## src/rtl/pipelined_cla_pkg.sv

```systemverilog
// Shared definitions for the pipelined carry-lookahead adder: mode encodings,
// lookahead group size and the tree-depth helper.
package pipelined_cla_pkg;

    typedef enum logic [1:0] {
        MODE_ADD  = 2'b00,
        MODE_SUB  = 2'b01,
        MODE_SADD = 2'b10,
        MODE_SSUB = 2'b11
    } mode_e;

    localparam int GROUP = 4;

    // Smallest d with 4**d >= n; depth of the group lookahead tree.
    function automatic int clog4(input int n);
        int d;
        int v;
        d = 0;
        v = 1;
        for (int i = 0; i < 16; i++) begin
            if (v < n) begin
                v = v * 4;
                d = d + 1;
            end else begin
                v = v;
            end
        end
        return d;
    endfunction

endpackage

```

## src/rtl/cla_lookahead4.sv

```systemverilog
// 4-bit carry-lookahead cell: internal carries plus group generate/propagate.
// Used both for bit-level groups and at every node of the group tree.
module cla_lookahead4 (
    input  logic [3:0] g_i,
    input  logic [3:0] p_i,
    input  logic       cin_i,
    output logic [3:1] c_o,
    output logic       g_o,
    output logic       p_o
);

    assign c_o[1] = g_i[0] | (p_i[0] & cin_i);
    assign c_o[2] = g_i[1] | (p_i[1] & g_i[0]) | (p_i[1] & p_i[0] & cin_i);
    assign c_o[3] = g_i[2] | (p_i[2] & g_i[1]) | (p_i[2] & p_i[1] & g_i[0])
                  | (p_i[2] & p_i[1] & p_i[0] & cin_i);
    assign g_o    = g_i[3] | (p_i[3] & g_i[2]) | (p_i[3] & p_i[2] & g_i[1])
                  | (p_i[3] & p_i[2] & p_i[1] & g_i[0]);
    assign p_o    = &p_i;

endmodule

```

## src/rtl/pipelined_cla_adder.sv

```systemverilog
// Three-stage pipelined carry-lookahead adder/subtractor with optional signed
// saturation, valid/ready flow control and carry/overflow/zero flags.
module pipelined_cla_adder #(
    parameter int WIDTH  = 16,
    parameter bit SAT_EN = 1'b1
) (
    input  logic             clk,
    input  logic             rst_n,
    input  logic             in_valid,
    output logic             in_ready,
    input  logic [WIDTH-1:0] a,
    input  logic [WIDTH-1:0] b,
    input  logic             cin,
    input  logic [1:0]       mode,
    output logic             out_valid,
    input  logic             out_ready,
    output logic [WIDTH-1:0] sum,
    output logic             cout,
    output logic             ovf,
    output logic             zero
);
    import pipelined_cla_pkg::*;

    localparam int NG = WIDTH / GROUP;
    localparam int D  = clog4(NG);
    localparam int NL = 1 << (2 * D);

    if ((WIDTH % GROUP) != 0 || WIDTH < 4 || WIDTH > 64) begin : g_bad_width
        $error("pipelined_cla_adder: WIDTH must be a multiple of 4 in 4..64");
    end

    logic s1_valid_q, s1_valid_d;
    logic s2_valid_q, s2_valid_d;
    logic s3_valid_q, s3_valid_d;
    logic s2_ready_s, s3_ready_s;

    assign s3_ready_s = !s3_valid_q | out_ready;
    assign s2_ready_s = !s2_valid_q | s3_ready_s;
    assign in_ready   = !s1_valid_q | s2_ready_s;
    assign out_valid  = s3_valid_q;

    // Stage occupancy: a stage refills whenever its contents move on or it is empty.
    always_comb begin
        s1_valid_d = s1_valid_q;
        s2_valid_d = s2_valid_q;
        s3_valid_d = s3_valid_q;
        if (in_ready) begin
            s1_valid_d = in_valid;
        end else begin
            s1_valid_d = s1_valid_q;
        end
        if (s2_ready_s) begin
            s2_valid_d = s1_valid_q;
        end else begin
            s2_valid_d = s2_valid_q;
        end
        if (s3_ready_s) begin
            s3_valid_d = s2_valid_q;
        end else begin
            s3_valid_d = s3_valid_q;
        end
    end

    // Stage valid bits.
    always_ff @(posedge clk or negedge rst_n) begin
        if (!rst_n) begin
            s1_valid_q <= 1'b0;
            s2_valid_q <= 1'b0;
            s3_valid_q <= 1'b0;
        end else begin
            s1_valid_q <= s1_valid_d;
            s2_valid_q <= s2_valid_d;
            s3_valid_q <= s3_valid_d;
        end
    end

    logic [WIDTH-1:0] bx_s;
    logic [WIDTH-1:0] s1_g_q, s1_p_q;
    logic             s1_c0_q, s1_sa_q;
    logic [1:0]       s1_mode_q;

    assign bx_s = mode[0] ? ~b : b;

    // S1: operand conditioning and per-bit generate/propagate.
    always_ff @(posedge clk or negedge rst_n) begin
        if (!rst_n) begin
            s1_g_q    <= '0;
            s1_p_q    <= '0;
            s1_c0_q   <= 1'b0;
            s1_sa_q   <= 1'b0;
            s1_mode_q <= 2'b00;
        end else if (in_valid && in_ready) begin
            s1_g_q    <= a & bx_s;
            s1_p_q    <= a ^ bx_s;
            s1_c0_q   <= mode[0] ? 1'b1 : cin;
            s1_sa_q   <= a[WIDTH-1];
            s1_mode_q <= mode;
        end
    end

    // Leaf groups, padded up to a full 4-ary tree with inert (g=0, p=0) groups.
    logic [NL-1:0] lg_s, lp_s, lc_s;

    for (genvar k = 0; k < NL; k++) begin : g_leaf
        if (k < NG) begin : g_real
            logic [3:1] unused_c_s;
            cla_lookahead4 u_cell (
                .g_i  (s1_g_q[4*k +: 4]),
                .p_i  (s1_p_q[4*k +: 4]),
                .cin_i(1'b0),
                .c_o  (unused_c_s),
                .g_o  (lg_s[k]),
                .p_o  (lp_s[k])
            );
        end else begin : g_pad
            assign lg_s[k] = 1'b0;
            assign lp_s[k] = 1'b0;
        end
    end

    // Level l combines groups of level l-1; carries flow back down to the leaves.
    for (genvar l = 1; l <= D; l++) begin : g_lvl
        localparam int N = NL >> (2 * l);
        logic [N-1:0]   g_s, p_s, c_s;
        logic [4*N-1:0] kg_s, kp_s, kc_s;

        if (l == 1) begin : g_from_leaf
            assign kg_s = lg_s;
            assign kp_s = lp_s;
        end else begin : g_from_lvl
            assign kg_s = g_lvl[l-1].g_s;
            assign kp_s = g_lvl[l-1].p_s;
        end

        if (l == D) begin : g_root
            logic unused_gp_s;
            assign c_s         = s1_c0_q;
            assign unused_gp_s = g_s[0] ^ p_s[0];
        end else begin : g_inner
            assign c_s = g_lvl[l+1].kc_s;
        end

        for (genvar j = 0; j < N; j++) begin : g_node
            cla_lookahead4 u_cell (
                .g_i  (kg_s[4*j +: 4]),
                .p_i  (kp_s[4*j +: 4]),
                .cin_i(c_s[j]),
                .c_o  (kc_s[4*j+1 +: 3]),
                .g_o  (g_s[j]),
                .p_o  (p_s[j])
            );
            assign kc_s[4*j] = c_s[j];
        end
    end

    if (D == 0) begin : g_flat
        assign lc_s = s1_c0_q;
    end else begin : g_tree
        assign lc_s = g_lvl[1].kc_s;
    end

    if (NL > NG) begin : g_pad_sink
        logic unused_lc_s;
        assign unused_lc_s = ^lc_s[NL-1:NG];
    end

    logic [WIDTH-1:0] s2_g_q, s2_p_q;
    logic [NG-1:0]    s2_gc_q;
    logic             s2_lg_q, s2_lp_q, s2_sa_q;
    logic [1:0]       s2_mode_q;

    // S2: group carry-ins from the lookahead tree.
    always_ff @(posedge clk or negedge rst_n) begin
        if (!rst_n) begin
            s2_g_q    <= '0;
            s2_p_q    <= '0;
            s2_gc_q   <= '0;
            s2_lg_q   <= 1'b0;
            s2_lp_q   <= 1'b0;
            s2_sa_q   <= 1'b0;
            s2_mode_q <= 2'b00;
        end else if (s1_valid_q && s2_ready_s) begin
            s2_g_q    <= s1_g_q;
            s2_p_q    <= s1_p_q;
            s2_gc_q   <= lc_s[NG-1:0];
            s2_lg_q   <= lg_s[NG-1];
            s2_lp_q   <= lp_s[NG-1];
            s2_sa_q   <= s1_sa_q;
            s2_mode_q <= s1_mode_q;
        end
    end

    logic [WIDTH:0] c_s;

    for (genvar k = 0; k < NG; k++) begin : g_bit
        logic unused_g_s, unused_p_s;
        cla_lookahead4 u_cell (
            .g_i  (s2_g_q[4*k +: 4]),
            .p_i  (s2_p_q[4*k +: 4]),
            .cin_i(s2_gc_q[k]),
            .c_o  (c_s[4*k+1 +: 3]),
            .g_o  (unused_g_s),
            .p_o  (unused_p_s)
        );
        assign c_s[4*k] = s2_gc_q[k];
    end
    assign c_s[WIDTH] = s2_lg_q | (s2_lp_q & s2_gc_q[NG-1]);

    localparam logic [WIDTH-1:0] SAT_MAX = {1'b0, {(WIDTH-1){1'b1}}};
    localparam logic [WIDTH-1:0] SAT_MIN = {1'b1, {(WIDTH-1){1'b0}}};

    logic [WIDTH-1:0] sum_d, sum_q;
    logic             cout_d, cout_q, ovf_d, ovf_q, zero_d, zero_q, sat_s;

    // Final sum, flags and saturation clamp toward the sign of a.
    always_comb begin
        sum_d  = s2_p_q ^ c_s[WIDTH-1:0];
        cout_d = c_s[WIDTH];
        ovf_d  = c_s[WIDTH] ^ c_s[WIDTH-1];
        sat_s  = (SAT_EN == 1'b1) && s2_mode_q[1] && ovf_d;
        if (sat_s) begin
            sum_d  = s2_sa_q ? SAT_MIN : SAT_MAX;
            cout_d = 1'b0;
        end else begin
            sum_d  = sum_d;
            cout_d = cout_d;
        end
        zero_d = (sum_d == {WIDTH{1'b0}});
    end

    // S3: result registers, held while the consumer stalls.
    always_ff @(posedge clk or negedge rst_n) begin
        if (!rst_n) begin
            sum_q  <= '0;
            cout_q <= 1'b0;
            ovf_q  <= 1'b0;
            zero_q <= 1'b0;
        end else if (s2_valid_q && s3_ready_s) begin
            sum_q  <= sum_d;
            cout_q <= cout_d;
            ovf_q  <= ovf_d;
            zero_q <= zero_d;
        end
    end

    assign sum  = sum_q;
    assign cout = cout_q;
    assign ovf  = ovf_q;
    assign zero = zero_q;

endmodule

```

## config.mk

```make
export PLATFORM = sky130hd
export DESIGN_NAME = pipelined_cla_adder
export DESIGN_NICKNAME = d
export VERILOG_FILES = /design/src/rtl/pipelined_cla_pkg.sv /design/src/rtl/cla_lookahead4.sv /design/src/rtl/pipelined_cla_adder.sv
export SDC_FILE = /design/constraint.sdc
export NUM_CORES = 1
export LEC_CHECK = 0
export CORE_MARGIN = 1
export CORE_UTILIZATION = 35
export CTS_CLUSTER_SIZE = 28
export DETAILED_ROUTE_END_ITERATION = 12
export SYNTH_ARGS = -nofsm -noshare
export SYNTH_HDL_FRONTEND = slang
export SYNTH_SLANG_ARGS = --single-unit
```

## constraint.sdc

```tcl
create_clock -name clk -period 1.8 [get_ports clk]
set_input_delay 0.36 -clock clk [delete_from_list [all_inputs] [get_ports clk]]
set_output_delay 0.36 -clock clk [all_outputs]
set_load 0.01 [all_outputs]
```

* Word level (Yosys, flattened, before mapping)
Cells that the tools add are included.
** Word-level totals
- Output and inout port bits :: 21
- Bits in registers :: 98
- Bits of input ports :: 39
** Operators by class
- Bitwise logic cells :: 117
- Reductions and logical operators :: 12
- Mux-type cells :: 5
** Operators with widths (number)
- $and 1x1->1 :: 66
- $mux 16 :: 3
- $or 1x1->1 :: 46
- $xor 16x16->16 :: 2
- $and 16x16->16 :: 1
- $logic_not 16->1 :: 1
- $not 16->16 :: 1
- $reduce_and 4->1 :: 4
- $logic_and 1x1->1 :: 4
- $logic_not 1->1 :: 3
- $mux 1 :: 2
- $xor 1x1->1 :: 1

* Longest topological paths before layout
- Depth in word-level cells :: 8
- Mapped depth :: 7

* Hierarchy
A second synthesis with hierarchy kept.
** Second synthesis, totals
- Cells, all modules :: 392
- Area total of the unflattened synthesis :: 4779.6 um^2
** Modules (own cells, without submodules)
- pipelined_cla_adder :: cells an instance 311, area each 4250.3 um^2, instances 1, sequential area each 2427.3 um^2
- cla_lookahead4 :: cells an instance 9, area each 58.8 um^2, instances 9, sequential area each 0.0 um^2

* Worst setup path after synthesis
OpenSTA, ideal clock, no wires.
- Path kind :: register to register
- Start :: reg s2_p_q[12]
- End :: reg sum_q[10], in the netlist sum[10]
- Stages on the path, launching flop included :: 8
- Path slack :: 47 ps
- Arrival :: 1634 ps
- Buffers on the path :: 2
- Period minus slack after synthesis :: 1753 ps
- Setup time :: 119 ps
- Path through :: dfrtp_1 a211o_1 a21oi_4 mux2i_1 buf_6 buf_6 o211ai_1 o21a_1
** Between the ends
- Longest elaborated chain between the ends :: 6
** RTL lines
- start: declaration :: line pipelined_cla_adder.sv:167 : logic [WIDTH-1:0] s2_g_q, s2_p_q;
- start signal: assignment :: line pipelined_cla_adder.sv:184 : s2_p_q <= s1_p_q;
- $and 1x1->1 (2 in series) :: line cla_lookahead4.sv:15 : | (p_i[2] & p_i[1] & p_i[0] & cin_i);
- $or 1x1->1 :: line cla_lookahead4.sv:15
- $xor 1x1->1 :: line pipelined_cla_adder.sv:219 : ovf_d = c_s[WIDTH] ^ c_s[WIDTH-1];
- $logic_and 1x1->1 :: line pipelined_cla_adder.sv:220 : sat_s = (SAT_EN == 1'b1) && s2_mode_q[1] && ovf_d;
- $mux 16 :: line pipelined_cla_adder.sv:221 : if (sat_s) begin
- end signal: assignment :: line pipelined_cla_adder.sv:239 : sum_q <= sum_d;
- end: declaration :: line pipelined_cla_adder.sv:212 : logic [WIDTH-1:0] sum_d, sum_q;
Every way passes these cells.
A chain may end at the register's enable or synchronous reset.

* Worst setup path in the final report
- Start :: reg s2_p_q[12]
- End :: reg zero_q, in the netlist zero
** Between the ends
- Longest elaborated chain between the ends :: 7
- Elaborated cells between the ends (all ways) :: 13
** RTL lines
- $and 1x1->1 (2 in series) :: line cla_lookahead4.sv:15
- $or 1x1->1 :: line cla_lookahead4.sv:15
- $xor 1x1->1 :: line pipelined_cla_adder.sv:219
- $logic_and 1x1->1 :: line pipelined_cla_adder.sv:220
- $mux 16 (*) :: line pipelined_cla_adder.sv:221
- $logic_not 16->1 (*) :: line pipelined_cla_adder.sv:228 : zero_d = (sum_d == {WIDTH{1'b0}});
- end signal: assignment :: line pipelined_cla_adder.sv:242 : zero_q <= zero_d;
- end: declaration :: line pipelined_cla_adder.sv:213 : logic cout_d, cout_q, ovf_d, ovf_q, zero_d, zero_q, sat_s;
Mark *: on every way between the ends. The rest lies on a longest branch, timed or not.

==> results.cfg <==
[logic_synthesis]
syn_inst = 348
synth_edf_count = 0
synth_largest_area_cell = dfrtp_1
syn_avg_cell_area_um2 = 12.6
syn_nets = 407
synthArstFlopShare_pct = 100
ys.warnings.count = 0
syn-cell-area_um2 = 4400
ys_types = 34
synth_top_area_share_pct = 52.9
ys_ff_latch = 93
synth_ff_type = dfrtp_1
ys_seq_area_share_pct = 52.9
synth.area.top_cells = dfrtp_1 (53%), mux2_2 (17%), ha_1 (5.7%)

[drt]
routed_wl_mm = 8.24
wl_per_cell_um = 13.8
post_drt_via_cell_ratio = 4.74
dr.pass1.iters = 4
drtIter0Drc = 119
drc = 0
postRouteAntennaNets = 0
vias = 2835

[clocking]
cts_sinks = 93
root_buffer = clkbuf_16
clock_latency_ns = 0.34
numCtsBuffers = 9
clockBufferDepth = 2
clkTransAtPathRegs_ns = 0.06
cts_max_level = 3
cts_tree = yes

[status]
violations = negative setup slack
status = finished with violations

[power]
clkPwrFrac_pct = 26.8
power_frac_comb_pct = 34.4
intPower_mw = 5.72
power.density_nw_per_um2 = 1420
switching_share_pct = 30.0
totalPowerFinal_mw = 8.16
p_seq_share_pct = 38.8
p_sw_mw = 2.45
max-vdd-ir-drop_uv = 527
p_leak_nw = 2.52

[place]
dp.final_hpwl_mm = 6.16
placed_cells = 580
pre_cts_slack_ns = -0.133
numPortBuffers = 59
place_congestion = 0.745
placed_area_um2 = 5340

[grt]
gr-usage-all-layers_pct = 14.0
grt_pass1_vias = 2878
antenna_found_initial = 0
grt_pass1_wl_mm = 13.9
overflow = 0
grt_max_degree = 38

[worst_setup_path]
critPathLaunchType = flip-flop
crit_fanout = 15
worst_ep_required_time_ns = 2.03
crit_path_end_kind = flip-flop
arrival_ns = 2.05
setup.worst_path.class = flip-flop to flip-flop

[sta]
setup_violations = 1
finalHoldViolCount = 0
whs_ns = 0.466
fin_tns_setup_ns = -0.0173
drv_slew = 0
period_needed_ns = 1.82
fin_worst_skew_ns = 0.00690
setup_ws_ns = -0.0173
tightest_slew_ns = 0.406
fmax_mhz = 550
relSlewSlack_pct = 72.9
min_period_over_period_pct = 101
rsz0062_at_grt = true

[finish]
drive_gt1_share_pct = 26.3
area_growth_pct = 30.3
post-route-util_pct = 47.4
final_nets = 485
fin_cells = 598
final_cell_area_um2 = 5740
num_antenna_cells = 0

[die]
die_y_um = 114
die_area_um2 = 13000
start_util_pct = 36.3
die_w_um = 114
boundaryPins = 60
num_rows = 40
core_area_um2 = 12100

[flow_run]
cap_violations = 0

[min_path]
holdCritPathClass = flip-flop to flip-flop
layout make-up:
type | count | area, um^2
clock buffer | 11 | 253
fill | 1123 | 6370
clock inverter | 4 | 95.1
multi-input combinational | 239 | 2010
tap | 168 | 210
sequential | 93 | 2330
timing repair buffer | 83 | 840
routing by layer:
metal	vias to the layer above	routed length, um	track usage [%]
met4	0	129	5.45
li1	1399	-	-
met5	-	0	0
met2	47	3870	22.2
met1	1381	3960	18.3
met3	8	283	3.92
repair_timing:
item,in CTS,in global routing
pin swaps,2,1
endpoints found under the hold margin,26,0
setup buffers,1,1
hold buffers,1,0
endpoints found under the setup margin,17,18
gates resized for setup,5,3
power groups by stage:
| stage | logic (mW) | clock network [mW] | registers [mW] |
|---|---|---|---|
| after floorplan | 1.60 | 0 | 3.19 |
| after global placement | 2.69 | 0 | 3.18 |
| after detailed placement | 2.74 | 0 | 3.21 |
| after CTS | 2.82 | 2.24 | 3.17 |
| after global routing | 3.09 | 2.33 | 3.26 |
| final | 2.81 | 2.18 | 3.17 |
placed cells by master (no fill, tap or decap), types with 8 or more instances in the layout:
cell,count
o21ai_0,9
o211ai_1,11
a21oi_1,11
ha_1,20
nand2_1,23
clkdlybuf4s50_1,57
nor2_1,15
xnor2_1,8
buf_4,17
o21a_1,11
a21o_1,8
mux2_2,66
clkbuf_16,9
xor2_1,22
dfrtp_1,93
worst max-delay path, cell delays in order (launching register included):
cell and delay [ns]:
dfrtp_1 0.37, a211o_1 0.34, a21oi_4 0.19, mux2i_4 0.30
buf_6 0.19, o41ai_2 0.08, a32o_1 0.22
path summary, 6_finish.rpt:
path                                 start  depth (start not counted)  slack (ns)    endpoint
worst max register to register  s2_p_q[12]                          6       -0.02        zero
worst max-delay path            s2_p_q[12]                          6       -0.02        zero
worst min-delay path                sum[0]                          2        0.47      sum[0]
worst min register to register      sum[0]                          2        0.47      sum[0]
max in group asynchronous            rst_n                          3        0.78   s1_g_q[5]
min in group asynchronous            rst_n                          2        0.48  s1_p_q[12]
state kept, by name (all words and copies together), names as in the netlist, 4 cells and up:
name and flops:
s1_g_q 16, s1_p_q 16, s2_g_q 12, s2_gc_q 4, s2_p_q 16, sum 16
kinds of logic (layout without fill, tap and decap cells):
logic type	count (synthesis)	count (layout)	synth area share, %
compound gates	65	65	10.4
xor+xnor	30	30	5.97
fa+ha+maj	20	20	5.69
buf+inv	16	98	1.85
flops	93	93	52.9
mux	68	68	17.3
simple gates	56	56	5.88
Yosys cell counts, types with 2 or more instances:
cell type and number:
o211ai_1 11, a21oi_1 12, nand4_1 2, nor2_1 15
ha_1 20, xor2_1 22, nand3_1 2, nand2_1 23
nand2b_1 7, buf_2 5, o21a_1 11, xnor2_1 8
o31ai_1 3, a21o_1 8, nor2b_1 2, clkbuf_1 9
o21ai_0 10, mux2_2 66, mux2i_1 2, a211oi_1 3
buf_6 2, dfrtp_1 93
Power figures use the tool's default switching activity.
